### src/rtl/switch_port_ingress.sv
// Per-port ingress buffer: accepts packets on a valid/ready handshake, drops malformed
// or loopback packets, and presents the FIFO head to the crossbar arbiter as a request/grant pair.
module switch_port_ingress #(
    parameter int          DEPTH   = 4,
    parameter logic [3:0]  PORT_ID = 4'b0001
) (
    input  logic       clk,
    input  logic       rst_n,
    input  logic       valid_in,
    input  logic [3:0] source_in,
    input  logic [3:0] target_in,
    input  logic [7:0] data_in,
    output logic       ready,
    output logic [3:0] fwd_req,
    output logic [3:0] fwd_source,
    output logic [3:0] fwd_target,
    output logic [7:0] fwd_data,
    input  logic       fwd_gnt,
    output logic [7:0] drop_cnt,
    output logic       full,
    output logic       empty
);

    localparam int AW = $clog2(DEPTH);
    localparam int CW = AW + 1;
    localparam logic [CW-1:0] DEPTH_C = CW'(DEPTH);

    logic [3:0]    src_mem  [DEPTH];
    logic [3:0]    tgt_mem  [DEPTH];
    logic [7:0]    data_mem [DEPTH];

    logic [AW-1:0] wr_ptr;
    logic [AW-1:0] rd_ptr;
    logic [CW-1:0] count;

    logic tgt_onehot;
    logic pkt_bad;
    logic accept;
    logic push;
    logic drop;
    logic pop;

    always_comb begin
        full       = (count == DEPTH_C);
        empty      = (count == '0);
        // Held low during reset so the initiator never sees a transfer against cleared state.
        ready      = rst_n & ~full;

        tgt_onehot = (target_in != 4'd0) && ((target_in & (target_in - 4'd1)) == 4'd0);
        pkt_bad    = !tgt_onehot || (target_in == PORT_ID) || (source_in != PORT_ID);

        accept     = valid_in & ready;
        push       = accept & ~pkt_bad;
        drop       = accept & pkt_bad;
        pop        = fwd_gnt & ~empty;
    end

    always_comb begin
        fwd_source = '0;
        fwd_target = '0;
        fwd_data   = '0;
        if (!empty) begin
            fwd_source = src_mem[rd_ptr];
            fwd_target = tgt_mem[rd_ptr];
            fwd_data   = data_mem[rd_ptr];
        end
        fwd_req = fwd_target;
    end

    // NOTE: sequential state uses non-blocking assignments so every flop samples pre-edge values.
    always_ff @(posedge clk or negedge rst_n) begin
        if (!rst_n) begin
            wr_ptr   <= '0;
            rd_ptr   <= '0;
            count    <= '0;
            drop_cnt <= '0;
        end else begin
            if (push) wr_ptr <= wr_ptr + AW'(1);
            if (pop)  rd_ptr <= rd_ptr + AW'(1);
            case ({push, pop})
                2'b10:   count <= count + CW'(1);
                2'b01:   count <= count - CW'(1);
                default: count <= count;
            endcase
            if (drop && drop_cnt != 8'hFF) drop_cnt <= drop_cnt + 8'd1;
        end
    end

    // NOTE: payload storage is not reset; outputs are masked by empty, so stale entries are never visible.
    always_ff @(posedge clk) begin
        if (push) begin
            src_mem[wr_ptr]  <= source_in;
            tgt_mem[wr_ptr]  <= target_in;
            data_mem[wr_ptr] <= data_in;
        end
    end

endmodule

### config.mk
export PLATFORM = sky130hd
export DESIGN_NAME = switch_port_ingress
export DESIGN_NICKNAME = d
export VERILOG_FILES = /design/src/rtl/switch_port_ingress.sv
export SDC_FILE = /design/constraint.sdc
export NUM_CORES = 1
export LEC_CHECK = 0
export ABC_AREA = 1
export BUFFER_PORTS_ARGS = -buffer_cell sky130_fd_sc_hd__buf_4
export CAP_MARGIN = 40
export CORE_UTILIZATION = 61
export CTS_CLUSTER_DIAMETER = 30
export DETAILED_ROUTE_END_ITERATION = 10
export PLACE_DENSITY = 0.9
export SYNTH_ARGS = -nofsm -noshare
export SYNTH_HDL_FRONTEND = slang
export SYNTH_SLANG_ARGS = --single-unit
export TNS_END_PERCENT = 20
### constraint.sdc
create_clock -name clk -period 3.2 [get_ports clk]
set_clock_uncertainty 0.05 [all_clocks]
set_input_delay 0.32 -clock clk [delete_from_list [all_inputs] [get_ports clk]]
set_output_delay 0.32 -clock clk [all_outputs]
set_load 0.1 [all_outputs]
==> impl_metrics.ini, run 1 <==
[status]
outcome = completed

[clocking]
cts.path.max_buffers = 2
cts_setup_buffers = 0
clkTransAtPathRegs_ns = 0.08
clockRootBuffer = clkbuf_8
cts_buffers = 9
cts_tree = built
clock_sinks = 79
clock_latency_ns = 0.34
cts_htree_levels = 3

[sta]
rsz0062_at_grt = no
drv_slew = 0
slew_headroom_pct = 47.4
finalSetupViolations = 0
period_minus_slack_ns = 2.78
max_clock_freq_ghz = 0.359
hold_viol_final = 0
tightest_slew_ns = 0.789
fin_crit_sh_pct = 86.9

[synthesis]
synthesis.nets = 355
synth_edf_count = 64
postSynth.asyncResetShare_pct = 19.0
ys_ff_latch = 79
synth_most_common_cell = nor2_1
synth_common_cells = nor2_1 (76), edfxtp_1 (64), nand2_1 (38), o21ai_0 (35), inv_1 (23)
syn-cell-area_um2 = 3550
synth_area_leaders = edfxtp_1 (54%), dfrtp_1 (11%), nor2_1 (8.0%), o21ai_0 (4.9%), nand2_1 (4.0%)
yosysWarnings = 0
synth.distinct_cells = 28
synth.avg_cell_area_um2 = 10.8
synth_top_flop_cell = edfxtp_1
synth-seq-area-share_pct = 64.8
synthCells = 328
yosys.area.top_type = edfxtp_1
synth_top_area_share_pct = 54.2

[drt]
drt-total-wl_um = 7020
drc_errors = 0
vias = 2526
dr.pass1.iters = 5
drt_iter0_markers = 144
wire_per_inst_um = 15.3
ant_nets = 0
via_per_inst = 5.50

[final_layout]
drive_gt1_share_pct = 22.7
syn_to_final_growth_pct = 17.2
diodes = 0
layout.nets = 409
stdcell_count = 459
fillers = 342

[grt]
grt_pass1_vias = 2407
grt_use_total_pct = 25.0
overflow = 0
grt_pass1_wl_um = 11200
grt_max_degree = 33
antenna_found_initial = 0

[floorplanning]
die_y_um = 78.3
io_pins = 51
dieArea_um2 = 6120
start_util_pct = 64.0
die_w_um = 78.3
coreArea_um2 = 5540
core.rowCount = 27

[min_path]
hold_path_class = primary input to register

[critical_path]
end_kind = primary output
crit_fanout = 32
worstSetupPathType = register to primary output
cp.arrival_ns = 2.41
critPathRequiredTime_ns = 2.83
cp-start-kind = register

[flow_run]
maxCapViolCount = 0

[placement]
gp_congestion = 0.803
place_hpwl_um = 4500
port_buffers = 50
dp_cells = 442
## area by class of cell
cell class,instances,area (µm²),share of cell area [%]
clock buffers,11,131,3.16
clock inverters,5,35.0,0.842
inverters,26,97.6,2.35
multi-input cells,207,1060,25.5
flip-flops and latches,79,2300,55.2
well taps,72,90.1,2.17
repair buffers,59,445,10.7
## cell usage in the layout, fill, tap and decap left out, drive strengths merged, types with 3 or more instances in the layout
| cell | count |
|---|---|
| a21oi | 17 |
| buf | 58 |
| clkinv | 6 |
| inv | 25 |
| nand3 | 6 |
| edfxtp | 64 |
| nor2 | 80 |
| dfrtp | 15 |
| o21ai | 38 |
| xor2 | 3 |
| nand2 | 41 |
| nand4 | 10 |
| ha | 6 |
| clkbuf | 11 |
## worst paths after layout
check | startpoint | to | slack, ns | cells after the start
hold reg to reg | drop_cnt[1] | drop_cnt[1] | 0.49 | 2
setup / recovery | rd_ptr[0] | fwd_source[3] | 0.42 | 4
setup reg to reg | count[0] | tgt_mem[1][3] | 0.87 | 7
max in group asynchronous | rst_n | drop_cnt[7] | 2.59 | 2
min in group asynchronous | rst_n | rd_ptr[0] | 0.32 | 2
hold / removal | data_in[6] | data_mem[1][6] | 0.11 | 1
## kinds of logic (layout without fill, tap and decap cells)
family / after synthesis / count (layout) / share of synthesized area (%)
AOI/OAI and AO/OA: 55 / 55 / 7.87
adders and majority gates: 7 / 7 / 2.68
DFF: 79 / 79 / 64.8
and+or+nand+nor: 140 / 140 / 18.1
buffers and inverters: 42 / 101 / 5.40
xor gates and xnor gates: 5 / 5 / 1.23
## worst max-delay path, stage by stage, from the launching register on
cell     delay, ns
dfrtp_1       0.86
inv_2         0.42
o21ai_0       0.39
a21oi_1       0.13
buf_4         0.25
## flip-flops by register name, indices dropped and copies added (netlist names)
signal	cells
wr_ptr	2
data_mem	32
tgt_mem	16
src_mem	16
drop_cnt	8
count	3
rd_ptr	2
## repair_timing
item	4_1_cts	5_1_grt
resized for setup	0	0
endpoints found under the hold margin	15	0
hold buffers	1	0
## routing by layer
metal,routed length [µm],track usage (%),up-vias
li1,-,-,1215
met1,2900,31.7,1213
met2,3590,41.5,87
met3,424,4.77,11
met4,106,12.4,0
met5,0,0,-
## metrics by stage
step           worst slack (ns)  hold slack, ns  util, %  setup TNS, ns  cell area, µm²
5_1_grt                   0.241           0.101     75.1              0            4160
3_3_place_gp              0.940           0.142     71.9              0            3980
2_1_floorplan            -0.141         -0.0256        -         -0.356            3550
3_5_place_dp              0.879           0.142     71.9              0            3980
6_report                  0.418           0.114     75.1              0            4160
4_1_cts                   0.487           0.103     75.1              0            4160
Power of run 1 is left out: the tool's default activity adds up to more than one toggle a clock period on the data nets, which glitch-free logic cannot reach.
==> run 2: changes to the inputs <==
Settings changed: CAP_MARGIN 40 to not set, RECOVER_POWER set to 25.
==> impl_metrics.ini, run 2 (synthesis results as in run 1) <==
[drt]
ant_nets = 0
wire_per_inst_um = 15.2
vias = 2551
drt-total-wl_um = 6980
drt_iter0_markers = 155
drc_errors = 0
dr.pass1.iters = 4
via_per_inst = 5.56

[grt]
grt_pass1_vias = 2407
grt_max_degree = 33
grt_pass1_wl_um = 11200
overflow = 0
antenna_found_initial = 0
grt_use_total_pct = 25.0

[placement]
port_buffers = 50
dpl_cell_area_um2 = 3980
place_hpwl_um = 4500
gp_congestion = 0.803

[final_layout]
post-route-util_pct = 74.3
largest_registers = data_mem: 32 flops, src_mem: 16 flops, tgt_mem: 16 flops
drive_gt1_share_pct = 19.6
regMostFlops = data_mem
largest_register_ffs = 32
fillers = 356
layout.nets = 409
syn_to_final_growth_pct = 16.0
fin_area_um2 = 4110
diodes = 0
mostFrequentLayoutCells = nor2_1 (76), edfxtp_1 (64), buf_4 (46), nand2_1 (38), o21ai_0 (35)
final_common_cell = nor2_1

[sta]
fin_crit_sh_pct = 86.5
period_minus_slack_ns = 2.77
fin_hold_ws_ns = 0.149
max_clock_freq_ghz = 0.361
drv_slew = 0
slew_headroom_pct = 47.2
hold_viol_final = 0
tightest_slew_ns = 0.792
tns_ns = 0
finalSetupViolations = 0
rsz0062_at_grt = no

[critical_path]
cp-start-kind = register
crit_fanout = 32
crit_chain = inv_2 > o21ai_0 > a21oi_1 > buf_4
critPathRequiredTime_ns = 2.83
cpPeakStageDelay_ns = 0.86
worstSetupPathType = register to primary output
slowest_stage = dfrtp_1
end_kind = primary output
cp.arrival_ns = 2.40

[clocking]
clock_latency_ns = 0.34
clockRootBuffer = clkbuf_8
cts.path.max_buffers = 2
cts_buffers = 9
clock_sinks = 79
clkTransAtPathRegs_ns = 0.07
cts_setup_buffers = 0
cts_tree = built
cts_htree_levels = 3

[floorplanning]
coreArea_um2 = 5540
start_util_pct = 64.0
io_pins = 51
dieArea_um2 = 6120
die_y_um = 78.3
core.rowCount = 27
die_w_um = 78.3

[status]
outcome = completed

[min_path]
hold_path_class = primary input to register

[flow_run]
maxCapViolCount = 0
## run 2: changes by cell type in the layout (fill, tap and decap cells not counted)
cell / before / now
buf_4: 58 / 46
clkbuf_1: 2 / 14
## run 2: cell type report
cell class	count	area (µm²)	share of cell area (%)
sequential	79	2300	55.8
tap	72	90.1	2.19
timing repair buffer	59	400	9.73
multi-input combinational	207	1060	25.8
inverter	26	97.6	2.37
clock inverter	5	35.0	0.852
clock buffer	11	131	3.19
## run 2: through the flow
stage,cells,setup WS (ns)
global route,459,0.241
floorplan,328,-0.141
CTS,459,0.487
finish,459,0.432
global placement,442,0.940
detailed placement,442,0.879
## run 2: layer usage
metal	track usage [%]	routed length, µm	vias up
li1	-	-	1214
met1	31.7	2920	1231
met2	41.5	3530	91
met3	4.77	380	15
met4	12.4	154	0
met5	0	0	-
## run 2: worst paths after layout
| kind | start | end | slack, ns | cells after the start |
|---|---|---|---|---|
| min in group asynchronous | rst_n | count[2] | 0.33 | 2 |
| hold reg to reg | drop_cnt[1] | drop_cnt[1] | 0.49 | 2 |
| hold / removal | source_in[3] | src_mem[2][3] | 0.15 | 1 |
| setup / recovery | rd_ptr[0] | fwd_source[3] | 0.43 | 4 |
| setup reg to reg | count[0] | tgt_mem[1][3] | 0.85 | 7 |
| max in group asynchronous | rst_n | drop_cnt[3] | 2.58 | 2 |
## run 2: timing repair
action,4_1_cts,5_1_grt
gates resized for setup,0,0
hold endpoints to repair,15,0
hold buffers,1,0
## run 2: worst max-delay path: cells and delay by family (launching register included)
| kind | cells | cell delay, ns |
|---|---|---|
| DFF | 1 | 0.86 |
| buffers and inverters | 2 | 0.66 |
| AOI/OAI and AO/OA | 2 | 0.52 |
Power of run 2 is left out for the same reason.
